<file path="config.mk">
export PLATFORM = sky130hd
export DESIGN_NAME = mainmem_backdoor_arbiter_flat
export DESIGN_NICKNAME = d
export VERILOG_FILES = /design/src/rtl/cep_backdoor_pkg.sv /design/src/rtl/mainmem_backdoor_arbiter_if.sv /design/src/rtl/bd_rr_arbiter.sv /design/src/rtl/mainmem_backdoor_arbiter.sv /design/src/flat_wrapper.sv
export SDC_FILE = /design/constraint.sdc
export NUM_CORES = 1
export LEC_CHECK = 0
export ABC_AREA = 1
export BUFFER_PORTS_ARGS = -buffer_cell sky130_fd_sc_hd__buf_2
export CORE_AREA = 2 2 250 252
export CTS_BUF_LIST = sky130_fd_sc_hd__clkbuf_8
export DETAILED_ROUTE_END_ITERATION = 16
export DIE_AREA = 0 0 252 254
export HOLD_SLACK_MARGIN = 0.02
export SYNTH_ARGS = -nofsm -noshare
export SYNTH_HDL_FRONTEND = slang
export SYNTH_HIERARCHICAL = 1
export SYNTH_SLANG_ARGS = --single-unit
</file>
<file path="constraint.sdc">
create_clock -name clk -period 5.49 [get_ports clk]
set_clock_uncertainty 0.1 [all_clocks]
set_input_delay 0.2745 -clock clk [delete_from_list [all_inputs] [get_ports clk]]
set_output_delay 0.2745 -clock clk [all_outputs]
set_load 0.01 [all_outputs]
</file>
<file path="src/rtl/cep_backdoor_pkg.sv">
// Shared types for the scratchpad backdoor arbiter: FSM states, command record,
// default bus widths and the doubleword address alignment helper.
package cep_backdoor_pkg;

    localparam int BD_ADDR_W = 32;
    localparam int BD_DATA_W = 64;

    typedef enum logic [1:0] {
        IDLE,
        ISSUE,
        WAIT_RD,
        RESP
    } bd_state_e;

    typedef struct packed {
        logic                 write;
        logic [BD_ADDR_W-1:0] addr;
        logic [BD_DATA_W-1:0] wdata;
    } bd_cmd_t;

    // The scratchpad is doubleword addressed; the low byte-offset bits never reach it.
    function automatic logic [BD_ADDR_W-1:0] bd_align(input logic [BD_ADDR_W-1:0] a);
        return {a[BD_ADDR_W-1:3], 3'b000};
    endfunction

endpackage

</file>
<file path="src/rtl/mainmem_backdoor_arbiter_if.sv">
// Requester and scratchpad-side signals of the backdoor arbiter.
// slave = the arbiter's view, master = the requesters plus memory driving it.
interface mainmem_backdoor_arbiter_if
    import cep_backdoor_pkg::*;
#(
    parameter int NUM_REQ = 4,
    parameter int ADDR_W  = BD_ADDR_W,
    parameter int DATA_W  = BD_DATA_W
);
    logic [NUM_REQ-1:0]        req_valid;
    logic [NUM_REQ-1:0]        req_write;
    logic [NUM_REQ*ADDR_W-1:0] req_addr;
    logic [NUM_REQ*DATA_W-1:0] req_wdata;
    logic [NUM_REQ-1:0]        req_ready;
    logic [NUM_REQ-1:0]        rsp_valid;
    logic [DATA_W-1:0]         rsp_rdata;
    logic                      rsp_err;
    logic                      mem_ready;
    logic                      mem_write;
    logic [DATA_W/8-1:0]       mem_mask;
    logic [ADDR_W-1:0]         mem_addr;
    logic [DATA_W-1:0]         mem_wdata;
    logic [DATA_W-1:0]         mem_rdata;
    logic                      busy;

    modport slave (
        input  req_valid, req_write, req_addr, req_wdata, mem_ready, mem_rdata,
        output req_ready, rsp_valid, rsp_rdata, rsp_err,
        output mem_write, mem_mask, mem_addr, mem_wdata, busy
    );

    modport master (
        output req_valid, req_write, req_addr, req_wdata, mem_ready, mem_rdata,
        input  req_ready, rsp_valid, rsp_rdata, rsp_err,
        input  mem_write, mem_mask, mem_addr, mem_wdata, busy
    );

endinterface

</file>
<file path="src/rtl/bd_rr_arbiter.sv">
// Combinational round-robin picker: first asserted request at or after ptr_i, wrapping.
// Zero latency; grant is all zeros when no request is pending.
module bd_rr_arbiter #(
    parameter int NUM_REQ = 4,
    parameter int IDX_W   = (NUM_REQ > 1) ? $clog2(NUM_REQ) : 1
) (
    input  logic [NUM_REQ-1:0] req_i,
    input  logic [IDX_W-1:0]   ptr_i,
    output logic [NUM_REQ-1:0] gnt_o,
    output logic [IDX_W-1:0]   idx_o
);

    always_comb begin
        logic             found;
        logic [IDX_W-1:0] cand;
        gnt_o = '0;
        idx_o = '0;
        found = 1'b0;
        cand  = '0;
        for (int k = 0; k < NUM_REQ; k++) begin
            cand = IDX_W'((32'(ptr_i) + 32'(k)) % NUM_REQ);
            if (!found && req_i[cand]) begin
                found       = 1'b1;
                gnt_o[cand] = 1'b1;
                idx_o       = cand;
            end
        end
    end

endmodule

</file>
<file path="src/rtl/mainmem_backdoor_arbiter.sv">
// Round-robin owner of the single scratchpad port; one 64-bit access in flight.
// Write responds 2 cycles after accept, read 3; requests wait while busy or mem_ready=0.
module mainmem_backdoor_arbiter
    import cep_backdoor_pkg::*;
#(
    parameter int NUM_REQ = 4,
    parameter int ADDR_W  = BD_ADDR_W,
    parameter int DATA_W  = BD_DATA_W
) (
    input logic                        clk,
    input logic                        rstn,
    mainmem_backdoor_arbiter_if.slave  bus
);

    localparam int IDX_W = (NUM_REQ > 1) ? $clog2(NUM_REQ) : 1;

    bd_state_e          state_q, state_d;
    bd_cmd_t            cmd_q, cmd_d;
    logic [IDX_W-1:0]   owner_q, owner_d;
    logic [IDX_W-1:0]   rr_q, rr_d;
    logic [DATA_W-1:0]  rdata_q, rdata_d;

    logic [NUM_REQ-1:0] gnt;
    logic [IDX_W-1:0]   win;
    logic               accept;
    logic [NUM_REQ-1:0] rsp_vec;

    logic [ADDR_W-1:0]  addr_a  [NUM_REQ];
    logic [DATA_W-1:0]  wdata_a [NUM_REQ];

    for (genvar g = 0; g < NUM_REQ; g++) begin : g_unpack
        assign addr_a[g]  = bus.req_addr[g*ADDR_W +: ADDR_W];
        assign wdata_a[g] = bus.req_wdata[g*DATA_W +: DATA_W];
    end

    bd_rr_arbiter #(
        .NUM_REQ (NUM_REQ),
        .IDX_W   (IDX_W)
    ) u_rr (
        .req_i (bus.req_valid),
        .ptr_i (rr_q),
        .gnt_o (gnt),
        .idx_o (win)
    );

    // Gating with rstn keeps req_ready low while reset is held.
    assign accept = rstn && (state_q == IDLE) && bus.mem_ready && (|bus.req_valid);

    always_comb begin
        state_d = state_q;
        cmd_d   = cmd_q;
        owner_d = owner_q;
        rr_d    = rr_q;
        rdata_d = rdata_q;
        unique case (state_q)
            IDLE: begin
                if (accept) begin
                    owner_d       = win;
                    cmd_d.write   = bus.req_write[win];
                    cmd_d.addr    = addr_a[win];
                    cmd_d.wdata   = wdata_a[win];
                    state_d       = ISSUE;
                end
            end
            ISSUE: begin
                if (bus.mem_ready) begin
                    if (cmd_q.write) begin
                        rdata_d = '0;
                        state_d = RESP;
                    end else begin
                        state_d = WAIT_RD;
                    end
                end
            end
            WAIT_RD: begin
                // Data read while the memory dropped ready is untrusted: issue the read again.
                if (!bus.mem_ready) begin
                    state_d = ISSUE;
                end else begin
                    rdata_d = bus.mem_rdata;
                    state_d = RESP;
                end
            end
            RESP: begin
                rr_d    = (owner_q == IDX_W'(NUM_REQ - 1)) ? '0 : owner_q + 1'b1;
                state_d = IDLE;
            end
            default: state_d = IDLE;
        endcase
    end

    always_ff @(posedge clk or negedge rstn) begin
        if (!rstn) begin
            state_q <= IDLE;
            cmd_q   <= '0;
            owner_q <= '0;
            rr_q    <= '0;
            rdata_q <= '0;
        end else begin
            state_q <= state_d;
            cmd_q   <= cmd_d;
            owner_q <= owner_d;
            rr_q    <= rr_d;
            rdata_q <= rdata_d;
        end
    end

    always_comb begin
        rsp_vec = '0;
        if (state_q == RESP) rsp_vec[owner_q] = 1'b1;
    end

    assign bus.req_ready = accept ? gnt : '0;
    assign bus.rsp_valid = rsp_vec;
    assign bus.rsp_rdata = rdata_q;
    assign bus.rsp_err   = (state_q == RESP) && (cmd_q.addr[2:0] != 3'b000);
    assign bus.mem_write = (state_q == ISSUE) && cmd_q.write && bus.mem_ready;
    assign bus.mem_mask  = ((state_q == ISSUE) && cmd_q.write) ? '1 : '0;
    assign bus.mem_addr  = bd_align(cmd_q.addr);
    assign bus.mem_wdata = cmd_q.wdata;
    assign bus.busy      = (state_q != IDLE);

endmodule

</file>
<file path="src/flat_wrapper.sv">
// flat-port wrapper written by rule: the top's interface ports become plain ports
module mainmem_backdoor_arbiter_flat import cep_backdoor_pkg::*;
#(
    parameter int NUM_REQ = 4,
    parameter int ADDR_W  = BD_ADDR_W,
    parameter int DATA_W  = BD_DATA_W
)
  (clk, rstn, bus_req_valid, bus_req_write, bus_req_addr, bus_req_wdata, bus_mem_ready, bus_mem_rdata, bus_req_ready, bus_rsp_valid, bus_rsp_rdata, bus_rsp_err, bus_mem_write, bus_mem_mask, bus_mem_addr, bus_mem_wdata, bus_busy);
  mainmem_backdoor_arbiter_if #(.NUM_REQ(NUM_REQ), .ADDR_W(ADDR_W), .DATA_W(DATA_W)) bus_i ();
  input logic clk;
  input logic rstn;
  input wire logic [$bits(bus_i.req_valid)-1:0] bus_req_valid;
  input wire logic [$bits(bus_i.req_write)-1:0] bus_req_write;
  input wire logic [$bits(bus_i.req_addr)-1:0] bus_req_addr;
  input wire logic [$bits(bus_i.req_wdata)-1:0] bus_req_wdata;
  input wire logic [$bits(bus_i.mem_ready)-1:0] bus_mem_ready;
  input wire logic [$bits(bus_i.mem_rdata)-1:0] bus_mem_rdata;
  output wire logic [$bits(bus_i.req_ready)-1:0] bus_req_ready;
  output wire logic [$bits(bus_i.rsp_valid)-1:0] bus_rsp_valid;
  output wire logic [$bits(bus_i.rsp_rdata)-1:0] bus_rsp_rdata;
  output wire logic [$bits(bus_i.rsp_err)-1:0] bus_rsp_err;
  output wire logic [$bits(bus_i.mem_write)-1:0] bus_mem_write;
  output wire logic [$bits(bus_i.mem_mask)-1:0] bus_mem_mask;
  output wire logic [$bits(bus_i.mem_addr)-1:0] bus_mem_addr;
  output wire logic [$bits(bus_i.mem_wdata)-1:0] bus_mem_wdata;
  output wire logic [$bits(bus_i.busy)-1:0] bus_busy;
  assign bus_i.req_valid = bus_req_valid;
  assign bus_i.req_write = bus_req_write;
  assign bus_i.req_addr = bus_req_addr;
  assign bus_i.req_wdata = bus_req_wdata;
  assign bus_i.mem_ready = bus_mem_ready;
  assign bus_i.mem_rdata = bus_mem_rdata;
  assign bus_req_ready = bus_i.req_ready;
  assign bus_rsp_valid = bus_i.rsp_valid;
  assign bus_rsp_rdata = bus_i.rsp_rdata;
  assign bus_rsp_err = bus_i.rsp_err;
  assign bus_mem_write = bus_i.mem_write;
  assign bus_mem_mask = bus_i.mem_mask;
  assign bus_mem_addr = bus_i.mem_addr;
  assign bus_mem_wdata = bus_i.mem_wdata;
  assign bus_busy = bus_i.busy;
  mainmem_backdoor_arbiter #(.NUM_REQ(NUM_REQ), .ADDR_W(ADDR_W), .DATA_W(DATA_W)) u_core (.clk(clk), .rstn(rstn), .bus(bus_i));
endmodule
</file>
==> impl_metrics.json <==
{
  "yosys-top-cells-area": "dfrtp_1, nand2_1, inv_1, buf_4, nand3_1",
  "yosysUniqueCellTypes": 28,
  "pin_count": 638,
  "hold_violations": 0,
  "ys_warn_count": 6,
  "status": "finished clean",
  "power.density_nw_per_um2": 678.7,
  "fmaxAchievable_ghz": 0.2124,
  "post_cts_buffers": 0,
  "dieArea_um2": 64010,
  "max_stage_delay_ns": 0.55,
  "fin_ws_ns": 0.7822,
  "gp_congestion": 0.9310,
  "netlist_area_um2": 12380,
  "async_flop_share_pct": 100.0,
  "drc": 0,
  "synth.most_common_cell": "nand2_1",
  "fin_util_pct": 31.41,
  "die_h_um": 254,
  "avgRoutedWirePerCell_um": 13.52,
  "drt_iter0_markers": 956,
  "place.detailed.hpwl_um": 34730,
  "worst_pin_slew_ns": 1.087,
  "initial_core_util_pct": 20.21,
  "path_common_cell": "nand2_1",
  "leakagePower_nw": 11.55,
  "clock_latency_ns": 0.54,
  "antenna_found_initial": 5,
  "clock_path_buffers": 2,
  "ys_ff_latch": 167,
  "crit_buf_inv": 6,
  "ant_nets": 0,
  "seq_area_frac_synth_pct": 33.76,
  "final_layout_size_suffix_gt1_share_pct": 24.69,
  "netlist_top_cells_count": "nand2_1, inv_1, nor2_1, nand3_1, dfrtp_1",
  "htreeDepth": 4,
  "fin_crit_ns": 4.708,
  "grt_pass1_vias": 14258,
  "vias": 15034,
  "clock-root-buffer": "clkbuf_8",
  "syn_to_final_growth_pct": 55.47,
  "dr.pass1.iters": 5,
  "synth-edff-count": 0,
  "grt_pass1_wl_um": 74490,
  "final-seq-area_um2": 4179,
  "maxSlewViolCount": 0,
  "critPathKind": "flop to flop",
  "row_count": 91,
  "numCtsBuffers": 17,
  "grtUsageTotal_pct": 14.88,
  "multiInputGateArea_um2": 5669,
  "overflow": 0,
  "viasPerCell": 4.095,
  "finalSetupViolCount": 0,
  "crit_chain": "inv_2 > ha_1 > inv_1 > nand2_1 > nand2_2 > nor2_4 > nand3_1 > nand3_4 > buf_12 > buf_4 > nor2_1 > nor2_1 > nand2_1 > dlygate4sd3_1 > nand2_1 > dlygate4sd3_1 > nand2_1 > nand2_1",
  "dp_slack_ns": 1.902,
  "core_um2": 61260,
  "avgSynthCellArea_um2": 5.985,
  "cts_tree": "built",
  "grt_max_degree": 120,
  "crit_required_ns": 5.86,
  "io_buffer_count": 634,
  "cp_slowest_cell": "dfrtp_1",
  "arrival_ns": 5.08,
  "routed_wirelength_um": 49640,
  "yosysTopAreaCell": "dfrtp_1",
  "min_path_type": "input pin to flop",
  "fillCellCount": 6665,
  "crit_fanout": 119,
  "timing.final.crit_share_pct": 85.75,
  "start_kind": "flop",
  "ir_drop_mv": 0.6967,
  "postSynthCellCount": 2068,
  "cts_resized": 0,
  "die_width_um": 252,
  "cp_top_family": "buffers and inverters",
  "drv_cap": 0,
  "netlist.area_leader.share_pct": 33.76,
  "clk_pin_slew_ns": 0.10,
  "rsz0062_at_grt": "false",
  "nets": 3336,
  "critPathCaptureType": "flop",
  "synthFlopType": "dfrtp_1",
  "relSlewSlack_pct": 27.07,
  "clock_sinks": 167,
  "setup_tns_ns": 0
}
-- layout make-up --
| class | count | area share [%] |
|---|---|---|
| timing repair buffer | 997 | 35.44 |
| clock buffer | 17 | 1.216 |
| multi-input combinational | 1366 | 29.46 |
| sequential | 167 | 21.72 |
| clock inverter | 14 | 0.7608 |
| tap | 790 | 5.137 |
| inverter | 319 | 6.249 |
| antenna | 1 | 0.01300 |
-- metrics by stage --
| stage | power [mW] | hold WS, ns | cells | instance area (µm²) |
|---|---|---|---|---|
| after global placement | 9.235 | 0.2509 | 3294 | 15410 |
| after detailed placement | 9.265 | 0.2568 | 3294 | 15410 |
| after floorplan | 7.586 | -0.1211 | 2070 | 12380 |
| after CTS | 13.06 | 0.02865 | 3670 | 19240 |
| after global routing | 14.39 | 0.08162 | 3670 | 19240 |
| final | 13.06 | 0.07403 | 3671 | 19240 |
-- tightest hold or removal path, cell delays in order --
cell and delay, ns:
buf_2 0.08, inv_1 0.03, nand2_1 0.05, nand2_1 0.06
nand2_1 0.08, nand2_1 0.05, nand2_1 0.05
-- registers in the layout, indices dropped and copies added, names as in the netlist --
signal                flops
u_core/cmd_q              4
u_core/bus.rsp_rdata     64
u_core/owner_q            2
u_core/bus.mem_addr      29
u_core/state_q            2
u_core/bus.mem_wdata     64
u_core/rr_q               2
-- layout by cell type, fill, tap and decap left out, types with 3 or more instances in the layout --
cell and n:
nand2_1 902, buf_2 633, dlygate4sd3_1 345, inv_1 312, nor2_1 206, nand3_1 174, dfrtp_1 167, nand4_1 35
clkbuf_8 18, buf_4 14, nand2_2 9, ha_1 9, a21oi_1 7, inv_2 5, inv_6 4, clkinv_4 4
buf_12 4, a21boi_0 4, nand2_4 3, conb_1 3, nand3_4 3
-- path summary, 6_finish.rpt --
| path | from | to | slack, ns | cells after the start |
|---|---|---|---|---|
| max in group asynchronous | rstn | u_core/cmd_q[96] | 3.28 | 4 |
| setup reg to reg | u_core/rr_q[0] | u_core/bus.mem_addr[19] | 0.78 | 18 |
| min in group asynchronous | rstn | u_core/bus.rsp_rdata[29] | 0.23 | 2 |
| setup / recovery | u_core/rr_q[0] | u_core/bus.mem_addr[19] | 0.78 | 18 |
| hold reg to reg | u_core/bus.mem_wdata[34] | u_core/bus.mem_wdata[34] | 0.38 | 2 |
| hold / removal | bus_req_wdata[90] | u_core/bus.mem_wdata[26] | 0.07 | 7 |
-- metal layers --
metal  GRT usage [%]  part of all wire, %
met5               0                0.081
met4           7.794                  4.5
met3           4.742                  8.1
met2           25.41                   48
met1           16.54                   39
-- logic make-up (layout without fill, tap and decap cells) --
group / count (synthesis) / after routing / share of synthesized area, %
other: 1 / 4 / 0.03030
AO/OA/AOI/OAI: 14 / 14 / 0.6672
adder cells (fa/ha/maj): 9 / 9 / 0.9098
multiplexers: 1 / 1 / 0.09098
AND/OR/NAND/NOR: 1339 / 1339 / 43.78
buffers and inverters: 537 / 1347 / 20.75
flip-flops: 167 / 167 / 33.76
-- repair_timing --
item	CTS	global route
endpoints found under the setup margin	0	0
hold endpoints to repair	232	0
hold buffers	345	0
-- power by group --
| part | total [mW] | switching (mW) | internal [mW] |
|---|---|---|---|
| Combinational | 10.0 | 5.18 | 4.85 |
| Clock | 0.916 | 0.549 | 0.368 |
| Sequential | 2.12 | 0.334 | 1.78 |
| Total | 13.1 | 6.06 | 7.00 |
No activity file was read; power rests on OpenSTA's default activity.
